`config.mk`:
```
export PLATFORM = sky130hd
export DESIGN_NAME = udp_img_unpack_flat
export DESIGN_NICKNAME = d
export VERILOG_FILES = /design/src/rtl/udp_img_unpack_if.sv /design/src/rtl/udp_img_unpack.sv /design/src/flat_wrapper.sv
export SDC_FILE = /design/constraint.sdc
export NUM_CORES = 1
export LEC_CHECK = 0
export BUFFER_PORTS_ARGS = -buffer_cell sky130_fd_sc_hd__buf_2
export CORE_MARGIN = 4
export CORE_UTILIZATION = 55
export DETAILED_ROUTE_END_ITERATION = 8
export PLACE_DENSITY = 0.76
export REMOVE_ABC_BUFFERS = 1
export SYNTH_ARGS = -nofsm -noshare
export SYNTH_HDL_FRONTEND = slang
export SYNTH_SLANG_ARGS = --single-unit
```
`constraint.sdc`:
```
create_clock -name clk -period 4.6 [get_ports clk]
set_input_delay 0.92 -clock clk [delete_from_list [all_inputs] [get_ports clk]]
set_output_delay 0.92 -clock clk [all_outputs]
set_load 0.005 [all_outputs]
```
`src/rtl/udp_img_unpack_if.sv`:
```
// Stream bundle between the UDP receiver, the image depacketizer and the pixel write port.
interface udp_img_unpack_if;
  logic        rec_en;
  logic [31:0] rec_data;
  logic        rec_pkt_done;
  logic [15:0] rec_byte_num;
  logic        frame_start;
  logic        frame_done;
  logic        img_wr_en;
  logic [15:0] img_wr_data;
  logic [11:0] line_cnt;
  logic        pkt_err;
  logic        ovf_err;

  modport slave (
    input  rec_en, rec_data, rec_pkt_done, rec_byte_num,
    output frame_start, frame_done, img_wr_en, img_wr_data, line_cnt, pkt_err, ovf_err
  );

  modport master (
    output rec_en, rec_data, rec_pkt_done, rec_byte_num,
    input  frame_start, frame_done, img_wr_en, img_wr_data, line_cnt, pkt_err, ovf_err
  );
endinterface

```
`src/rtl/udp_img_unpack.sv`:
```
// Receive-side image depacketizer: finds the frame header, splits payload words into
// RGB565 pixel pairs and validates each line packet.
//
// state   | meaning
// S_SYNC  | hunting for a header word at the start of a packet
// S_FRAME | header accepted, unpacking and checking line packets
module udp_img_unpack #(
  parameter int          CMOS_H_PIXEL = 640,
  parameter int          CMOS_V_PIXEL = 480,
  parameter logic [31:0] FRAME_HEAD   = 32'hf05a_a50f
) (
  input  logic        clk,
  input  logic        rst_n,
  udp_img_unpack_if.slave bus
);

  localparam logic [15:0] H_PIX    = 16'(CMOS_H_PIXEL);
  localparam logic [11:0] V_PIX    = 12'(CMOS_V_PIXEL);
  localparam logic [15:0] LINE_B   = 16'(CMOS_H_PIXEL * 2);
  localparam logic [15:0] LINE_B_H = 16'(CMOS_H_PIXEL * 2 + 4);

  typedef enum logic {S_SYNC, S_FRAME} state_t;

  state_t      state, state_n;
  logic [15:0] wcnt, wcnt_n;
  logic [15:0] pcnt, pcnt_n;
  logic [11:0] line_q, line_n;
  logic        first, first_n;
  logic        drop, drop_n;
  logic        lo_pend, lo_pend_n;
  logic [15:0] lo_data, lo_data_n;
  logic        ovf_q, ovf_n;
  logic        fs_q, fs_n;
  logic        fd_q, fd_n;
  logic        pe_q, pe_n;
  logic        wr_en_q, wr_en_n;
  logic [15:0] wr_data_q, wr_data_n;

  always_ff @(posedge clk or negedge rst_n) begin
    if (!rst_n) begin
      state     <= S_SYNC;
      wcnt      <= '0;
      pcnt      <= '0;
      line_q    <= '0;
      first     <= 1'b0;
      drop      <= 1'b0;
      lo_pend   <= 1'b0;
      lo_data   <= '0;
      ovf_q     <= 1'b0;
      fs_q      <= 1'b0;
      fd_q      <= 1'b0;
      pe_q      <= 1'b0;
      wr_en_q   <= 1'b0;
      wr_data_q <= '0;
    end else begin
      state     <= state_n;
      wcnt      <= wcnt_n;
      pcnt      <= pcnt_n;
      line_q    <= line_n;
      first     <= first_n;
      drop      <= drop_n;
      lo_pend   <= lo_pend_n;
      lo_data   <= lo_data_n;
      ovf_q     <= ovf_n;
      fs_q      <= fs_n;
      fd_q      <= fd_n;
      pe_q      <= pe_n;
      wr_en_q   <= wr_en_n;
      wr_data_q <= wr_data_n;
    end
  end

  // Word handling first, then the packet check sees the post-word counters.
  always_comb begin
    state_n   = state;
    wcnt_n    = wcnt;
    pcnt_n    = pcnt;
    line_n    = line_q;
    first_n   = first;
    drop_n    = drop;
    lo_pend_n = 1'b0;
    lo_data_n = lo_data;
    ovf_n     = ovf_q;
    fs_n      = 1'b0;
    fd_n      = 1'b0;
    pe_n      = 1'b0;
    wr_en_n   = 1'b0;
    wr_data_n = wr_data_q;

    if (lo_pend) begin
      wr_en_n   = 1'b1;
      wr_data_n = lo_data;
    end

    if (bus.rec_en) begin
      wcnt_n = wcnt + 16'd1;
      if (lo_pend) begin
        ovf_n  = 1'b1;
        drop_n = 1'b1;
      end else if (wcnt == 16'd0 && bus.rec_data == FRAME_HEAD) begin
        fs_n    = 1'b1;
        pe_n    = (state == S_FRAME);
        line_n  = '0;
        pcnt_n  = '0;
        first_n = 1'b1;
        drop_n  = 1'b0;
        state_n = S_FRAME;
      end else if (state == S_FRAME) begin
        if (pcnt < H_PIX) begin
          wr_en_n   = 1'b1;
          wr_data_n = bus.rec_data[31:16];
          lo_pend_n = 1'b1;
          lo_data_n = bus.rec_data[15:0];
          pcnt_n    = pcnt + 16'd2;
        end else begin
          drop_n = 1'b1;
        end
      end
    end

    if (bus.rec_pkt_done) begin
      if (state_n == S_FRAME) begin
        if (bus.rec_byte_num == (first_n ? LINE_B_H : LINE_B) && pcnt_n == H_PIX && !drop_n) begin
          line_n = line_n + 12'd1;
          pcnt_n = '0;
          if (line_n == V_PIX) begin
            fd_n    = 1'b1;
            state_n = S_SYNC;
          end
        end else begin
          pe_n    = 1'b1;
          state_n = S_SYNC;
        end
      end
      wcnt_n  = '0;
      first_n = 1'b0;
      drop_n  = 1'b0;
    end
  end

  assign bus.frame_start = fs_q;
  assign bus.frame_done  = fd_q;
  assign bus.pkt_err     = pe_q;
  assign bus.img_wr_en   = wr_en_q;
  assign bus.img_wr_data = wr_data_q;
  assign bus.line_cnt    = line_q;
  assign bus.ovf_err     = ovf_q;

endmodule

```
`src/flat_wrapper.sv`:
```
// flat-port wrapper written by rule: the top's interface ports become plain ports
module udp_img_unpack_flat 
#(
  parameter int          CMOS_H_PIXEL = 640,
  parameter int          CMOS_V_PIXEL = 480,
  parameter logic [31:0] FRAME_HEAD   = 32'hf05a_a50f
)
  (clk, rst_n, bus_rec_en, bus_rec_data, bus_rec_pkt_done, bus_rec_byte_num, bus_frame_start, bus_frame_done, bus_img_wr_en, bus_img_wr_data, bus_line_cnt, bus_pkt_err, bus_ovf_err);
  udp_img_unpack_if bus_i ();
  input  logic clk;
  input  logic rst_n;
  input wire logic [$bits(bus_i.rec_en)-1:0] bus_rec_en;
  input wire logic [$bits(bus_i.rec_data)-1:0] bus_rec_data;
  input wire logic [$bits(bus_i.rec_pkt_done)-1:0] bus_rec_pkt_done;
  input wire logic [$bits(bus_i.rec_byte_num)-1:0] bus_rec_byte_num;
  output wire logic [$bits(bus_i.frame_start)-1:0] bus_frame_start;
  output wire logic [$bits(bus_i.frame_done)-1:0] bus_frame_done;
  output wire logic [$bits(bus_i.img_wr_en)-1:0] bus_img_wr_en;
  output wire logic [$bits(bus_i.img_wr_data)-1:0] bus_img_wr_data;
  output wire logic [$bits(bus_i.line_cnt)-1:0] bus_line_cnt;
  output wire logic [$bits(bus_i.pkt_err)-1:0] bus_pkt_err;
  output wire logic [$bits(bus_i.ovf_err)-1:0] bus_ovf_err;
  assign bus_i.rec_en = bus_rec_en;
  assign bus_i.rec_data = bus_rec_data;
  assign bus_i.rec_pkt_done = bus_rec_pkt_done;
  assign bus_i.rec_byte_num = bus_rec_byte_num;
  assign bus_frame_start = bus_i.frame_start;
  assign bus_frame_done = bus_i.frame_done;
  assign bus_img_wr_en = bus_i.img_wr_en;
  assign bus_img_wr_data = bus_i.img_wr_data;
  assign bus_line_cnt = bus_i.line_cnt;
  assign bus_pkt_err = bus_i.pkt_err;
  assign bus_ovf_err = bus_i.ovf_err;
  udp_img_unpack #(.CMOS_H_PIXEL(CMOS_H_PIXEL), .CMOS_V_PIXEL(CMOS_V_PIXEL), .FRAME_HEAD(FRAME_HEAD)) u_core (.clk(clk), .rst_n(rst_n), .bus(bus_i));
endmodule
```
* Word level (Yosys, flattened, before mapping)
Index checks and enable logic that the tools add are counted.
** Storage, ports and cells
- RAM bits :: 0
- Memories kept :: 0
- Register bits :: 85
- Bits in read-only memories :: 0
- Word-level logic and storage cells :: 96
- Latch bits :: 0
** Operators by class
- Divide/modulo/power cells :: 0
- Eq/ne operators :: 4
- Mux-type cells :: 64
- $mul :: 0
- Add/subtract/negate cells :: 3
- Reductions and logical operators :: 8
- Bitwise operators :: 2
- $lt $le $gt $ge :: 1
- Shift operators :: 0
** Operators with widths (count)
- $mux 16 :: 16
- $mux 12 :: 6
- $mux 1 :: 41
- $eq 32x32->1 const B :: 1
- $add 16x1->16 const B :: 1
- $add 16x2->16 const B :: 1
- $eq 16x10->1 const B :: 1
- $eq 16x16->1 :: 1
- $logic_not 16->1 :: 1
- $lt 16x10->1 const B :: 1
- $add 12x1->12 const B :: 1
- $eq 12x9->1 const B :: 1
- $reduce_and 5->1 :: 1
- $logic_and 1x1->1 :: 3
- $mux 3 :: 1
- $not 1->1 :: 2
- $reduce_and 2->1 :: 1
- $reduce_bool 2->1 :: 1
- $logic_not 1->1 :: 1

* Longest topological paths before layout
- Depth after elaboration :: 12
- Depth in mapped cells :: 17
- Gate-level depth less buffers :: 14

* Worst setup path before layout
Ideal clock, no wire load.
- Path kind :: input to register
- From :: in bus_rec_data[16]
- To :: reg u_core.fd_q, in the netlist u_core.bus.frame_done
- Setup slack :: 383 ps
- Stages :: 14
- Setup time :: 100 ps
- Data arrival time :: 4117 ps
- Required time :: 4500 ps
- Cells stage by stage :: or4b_4 > nor4_4 > and4_1 > buf_6 > buf_4 > clkbuf_2 > nor2b_1 > ha_1 > inv_1 > o21ai_0 > o21bai_1 > or4_1 > nor4_1 > nor4bb_1
** On the way
- Word-level cells in the longest chain between the ends :: 12
** Ends and longest elaborated chain
- start, declared :: RTL line flat_wrapper.sv:13 : input wire logic [$bits(bus_i.rec_data)-1:0] bus_rec_data;
- $eq 32x32->1 (*) :: RTL line udp_img_unpack.sv:100 : end else if (wcnt == 16'd0 && bus.rec_data == FRAME_HEAD) begin
- $logic_and 1x1->1 (*) :: RTL line udp_img_unpack.sv:100
- parallel branches: the longest is 8 deep, another holds $add 12x1->12
- $mux 1 (*) :: RTL line udp_img_unpack.sv:122 : if (state_n == S_FRAME) begin
- $mux 1 (*) :: RTL line udp_img_unpack.sv:121 : if (bus.rec_pkt_done) begin
- net u_core.fd_n :: RTL line udp_img_unpack.sv:34 : logic fd_q, fd_n;
- end signal, assigned :: RTL line udp_img_unpack.sv:66 : fd_q <= fd_n;
- end, declared :: RTL line udp_img_unpack.sv:34
Mark *: on every way through the listed nets, which the timed path passes.
A chain may end at the register's enable or synchronous reset.

* Worst setup path in the final report
Ends and elaborated chain as after synthesis.

==> results.cfg <==
[global_route]
grt_pass1_wl_mm = 18.4
grt_pass1_vias = 3863
grtUsageTotal = 0.225
overflow = 0
grt_max_degree = 49
antenna_found_initial = 0

[routing]
drt_iter0_markers = 217
wire_per_inst_um = 16.1
wl_mm = 11.2
drcViolationCount = 0
vias_per_cell = 5.86
ant_nets = 0
drt-pass1-iter-count = 6
vias = 4064

[pwr]
p_total_uw = 1310
leakagePower_uw = 0.00253
ir_drop_uv = 158
p_per_area_nw_per_um2 = 241

[worst_setup_path]
reg2reg_from = u_core.lo_pend
rr_worst_depth = 11
rr_endpoint = u_core.bus.frame_done
cp.arrival_ns = 4.25
path_max_fanout = 6
r2r_setup_slack_ns = 1.02
worst_setup_path_start_kind = primary input
end_kind = flip-flop
crit_type = in2reg
crit_required_ns = 4.85

[clocking]
cts-buffers-inserted = 9
cts_resized = 0
clk_latency_ns = 0.35
htree_levels = 3
cts_root_buf = clkbuf_8
cts.sinks = 85
path_clk_slew_ns = 0.09
post_cts_buffers = 0
clk_path_buf_depth = 2
cts_tree = yes
holdBufCountCts = 0

[finish]
antenna_cells = 0
fin_nets = 641
regArea_um2 = 2130
utilization = 0.655
final_layout_size_suffix_gt1_frac = 0.226
area_growth_pct = 13.8
fill_cells = 703
multiInputGateArea_um2 = 2500

[die]
initial_core_util = 0.575
fp.dieH_um = 101
core-area_um2 = 8340
pin_count = 85
die-area_um2 = 10300
core.rowCount = 33
die_w_um = 101

[hold_path]
worst_hold_path.endpoint = u_core.bus.ovf_err
min_from = u_core.bus.ovf_err
holdPathStages = 1
worstHoldPathType = reg2reg

[place]
dp_hpwl_mm = 8.20
globalplace.congestion = 0.871
portBuffers = 84

[synth]
ys_types = 62
synth_area_per_cell_um2 = 9.48
synth.largest_area_cell = dfrtp_1
synth_cells = 506
synth_ff_type = dfrtp_1
synth_area_um2 = 4800
synthArstFlopShare = 1.00
yosysWarnings = 0
synth-seq-cells = 85
ys_seq_area_frac = 0.444
yosys-top-cells-area = dfrtp_1, nand2_1, nor2_1, mux2i_1, o21ai_0
synth_top_area_share = 0.444
synth-edff-count = 0

[outcome]
status = complete, no violations

[sta]
fmax_mhz = 250
rsz0062_at_grt = no
fin_crit_ns = 4.00
max_slew_margin = 0.397
slew_viol_final = 0
setup_viol = 0
period_share = 0.869
clock_skew_ns = 0.0128
hold_viol_final = 0
tightest_slew_ns = 0.901

[job]
drv_cap = 0
-- worst max-delay path, cell delays in order --
cell	delay [ns]
buf_2	0.11
or4b_4	0.54
nor4_4	0.43
and4_1	0.35
nor2b_1	0.11
ha_1	0.27
inv_1	0.11
o21ai_0	0.08
o21bai_1	0.16
or4_1	0.47
nor4_1	0.35
nor4bb_1	0.35
-- final cells by class --
| class | count | area share |
|---|---|---|
| Clock buffer | 12 | 0.0266 |
| Clock inverter | 4 | 0.00596 |
| Inverter | 10 | 0.00688 |
| Multi-Input combinational cell | 386 | 0.458 |
| Sequential cell | 85 | 0.390 |
| Tap cell | 105 | 0.0241 |
| Timing Repair Buffer | 92 | 0.0885 |
-- flip-flops by register name, indices dropped and copies added (netlist names), 12 cells and up --
register	flops
u_core.bus.img_wr_data	16
u_core.pcnt	16
u_core.wcnt	16
u_core.bus.line_cnt	12
u_core.lo_data	16
-- routing by layer --
layer,part of all wire,global-route usage,wire (µm),up-vias
met2,0.49,0.364,5510,131
met3,0.061,0.0420,681,8
li1,-,-,-,1959
met1,0.44,0.309,4890,1966
met4,0.0069,0.0706,77,0
met5,0,0,0,-
-- kinds of logic after synthesis --
| kind of cell | Yosys count | share of synthesized area |
|---|---|---|
| xor gates and xnor gates | 19 | 0.0347 |
| adders and majority gates | 5 | 0.0130 |
| buffers and inverters | 35 | 0.0347 |
| and+or+nand+nor | 266 | 0.318 |
| AOI/OAI and AO/OA | 64 | 0.0861 |
| muxes | 32 | 0.0699 |
| DFF | 85 | 0.444 |
-- worst max-delay path by stage --
stage                                  to  cells after the start             start  slack (ns)
floorplan           u_core.bus.frame_done                     11  bus_rec_data[16]       -0.04
global placement    u_core.bus.frame_done                     12  bus_rec_data[16]        0.44
detailed placement  u_core.bus.frame_done                     12  bus_rec_data[16]        0.24
CTS                 u_core.bus.frame_done                     12  bus_rec_data[16]        0.62
global route        u_core.bus.frame_done                     12  bus_rec_data[16]        0.43
finish              u_core.bus.frame_done                     12  bus_rec_data[16]        0.60
-- layout by cell type (no fill, tap or decap), drive strengths merged, types with 4 or more instances in the layout --
| master | n |
|---|---|
| nand3 | 18 |
| a21oi | 7 |
| nand2b | 5 |
| mux2i | 20 |
| nor4b | 7 |
| nor2 | 54 |
| o211ai | 5 |
| inv | 11 |
| dfrtp | 85 |
| and3 | 8 |
| nor4 | 21 |
| or3 | 6 |
| and4 | 5 |
| nand4 | 9 |
| nor2b | 19 |
| mux2 | 12 |
| o21ai | 34 |
| clkbuf | 12 |
| xor2 | 13 |
| xnor2 | 6 |
| nand2 | 80 |
| buf | 92 |
| nand4b | 4 |
| nor3 | 11 |
| ha | 5 |
-- synth_stat cells (3+ instances only) --
master / n
and4b_1: 3
or4_1: 3
nand4b_1: 4
nor3_1: 11
o211ai_1: 5
nor4bb_1: 3
o21ai_0: 30
a31oi_1: 3
nor4b_1: 5
nand2b_1: 5
mux2_1: 8
nor4_1: 9
or3_1: 6
buf_2: 3
nand2_1: 80
nor2_1: 54
mux2i_1: 20
mux2_2: 4
ha_1: 5
inv_1: 10
dfrtp_1: 85
xnor2_1: 6
buf_4: 4
nand3_1: 17
a21oi_1: 7
nor4_4: 4
nand4_1: 7
and3_1: 8
and4_1: 5
xor2_1: 13
clkbuf_1: 14
nor4_2: 8
nor2b_1: 19
-- stage by stage --
step | setup WS (ns) | cells | instance area (µm²) | setup TNS [ns] | hold WS, ns
floorplan | -0.0416 | 481 | 4670 | -0.0416 | 0.438
global placement | 0.439 | 678 | 5280 | 0 | 0.442
detailed placement | 0.236 | 678 | 5280 | 0 | 0.442
CTS | 0.616 | 694 | 5460 | 0 | 0.463
global route | 0.433 | 694 | 5460 | 0 | 0.494
finish | 0.601 | 694 | 5460 | 0 | 0.460
-- where the power goes --
group          internal, µW  switching (µW)
sequential              749            3.00
combinational          28.5            45.8
clock                   215             273
No activity file was read; power rests on OpenSTA's default activity.
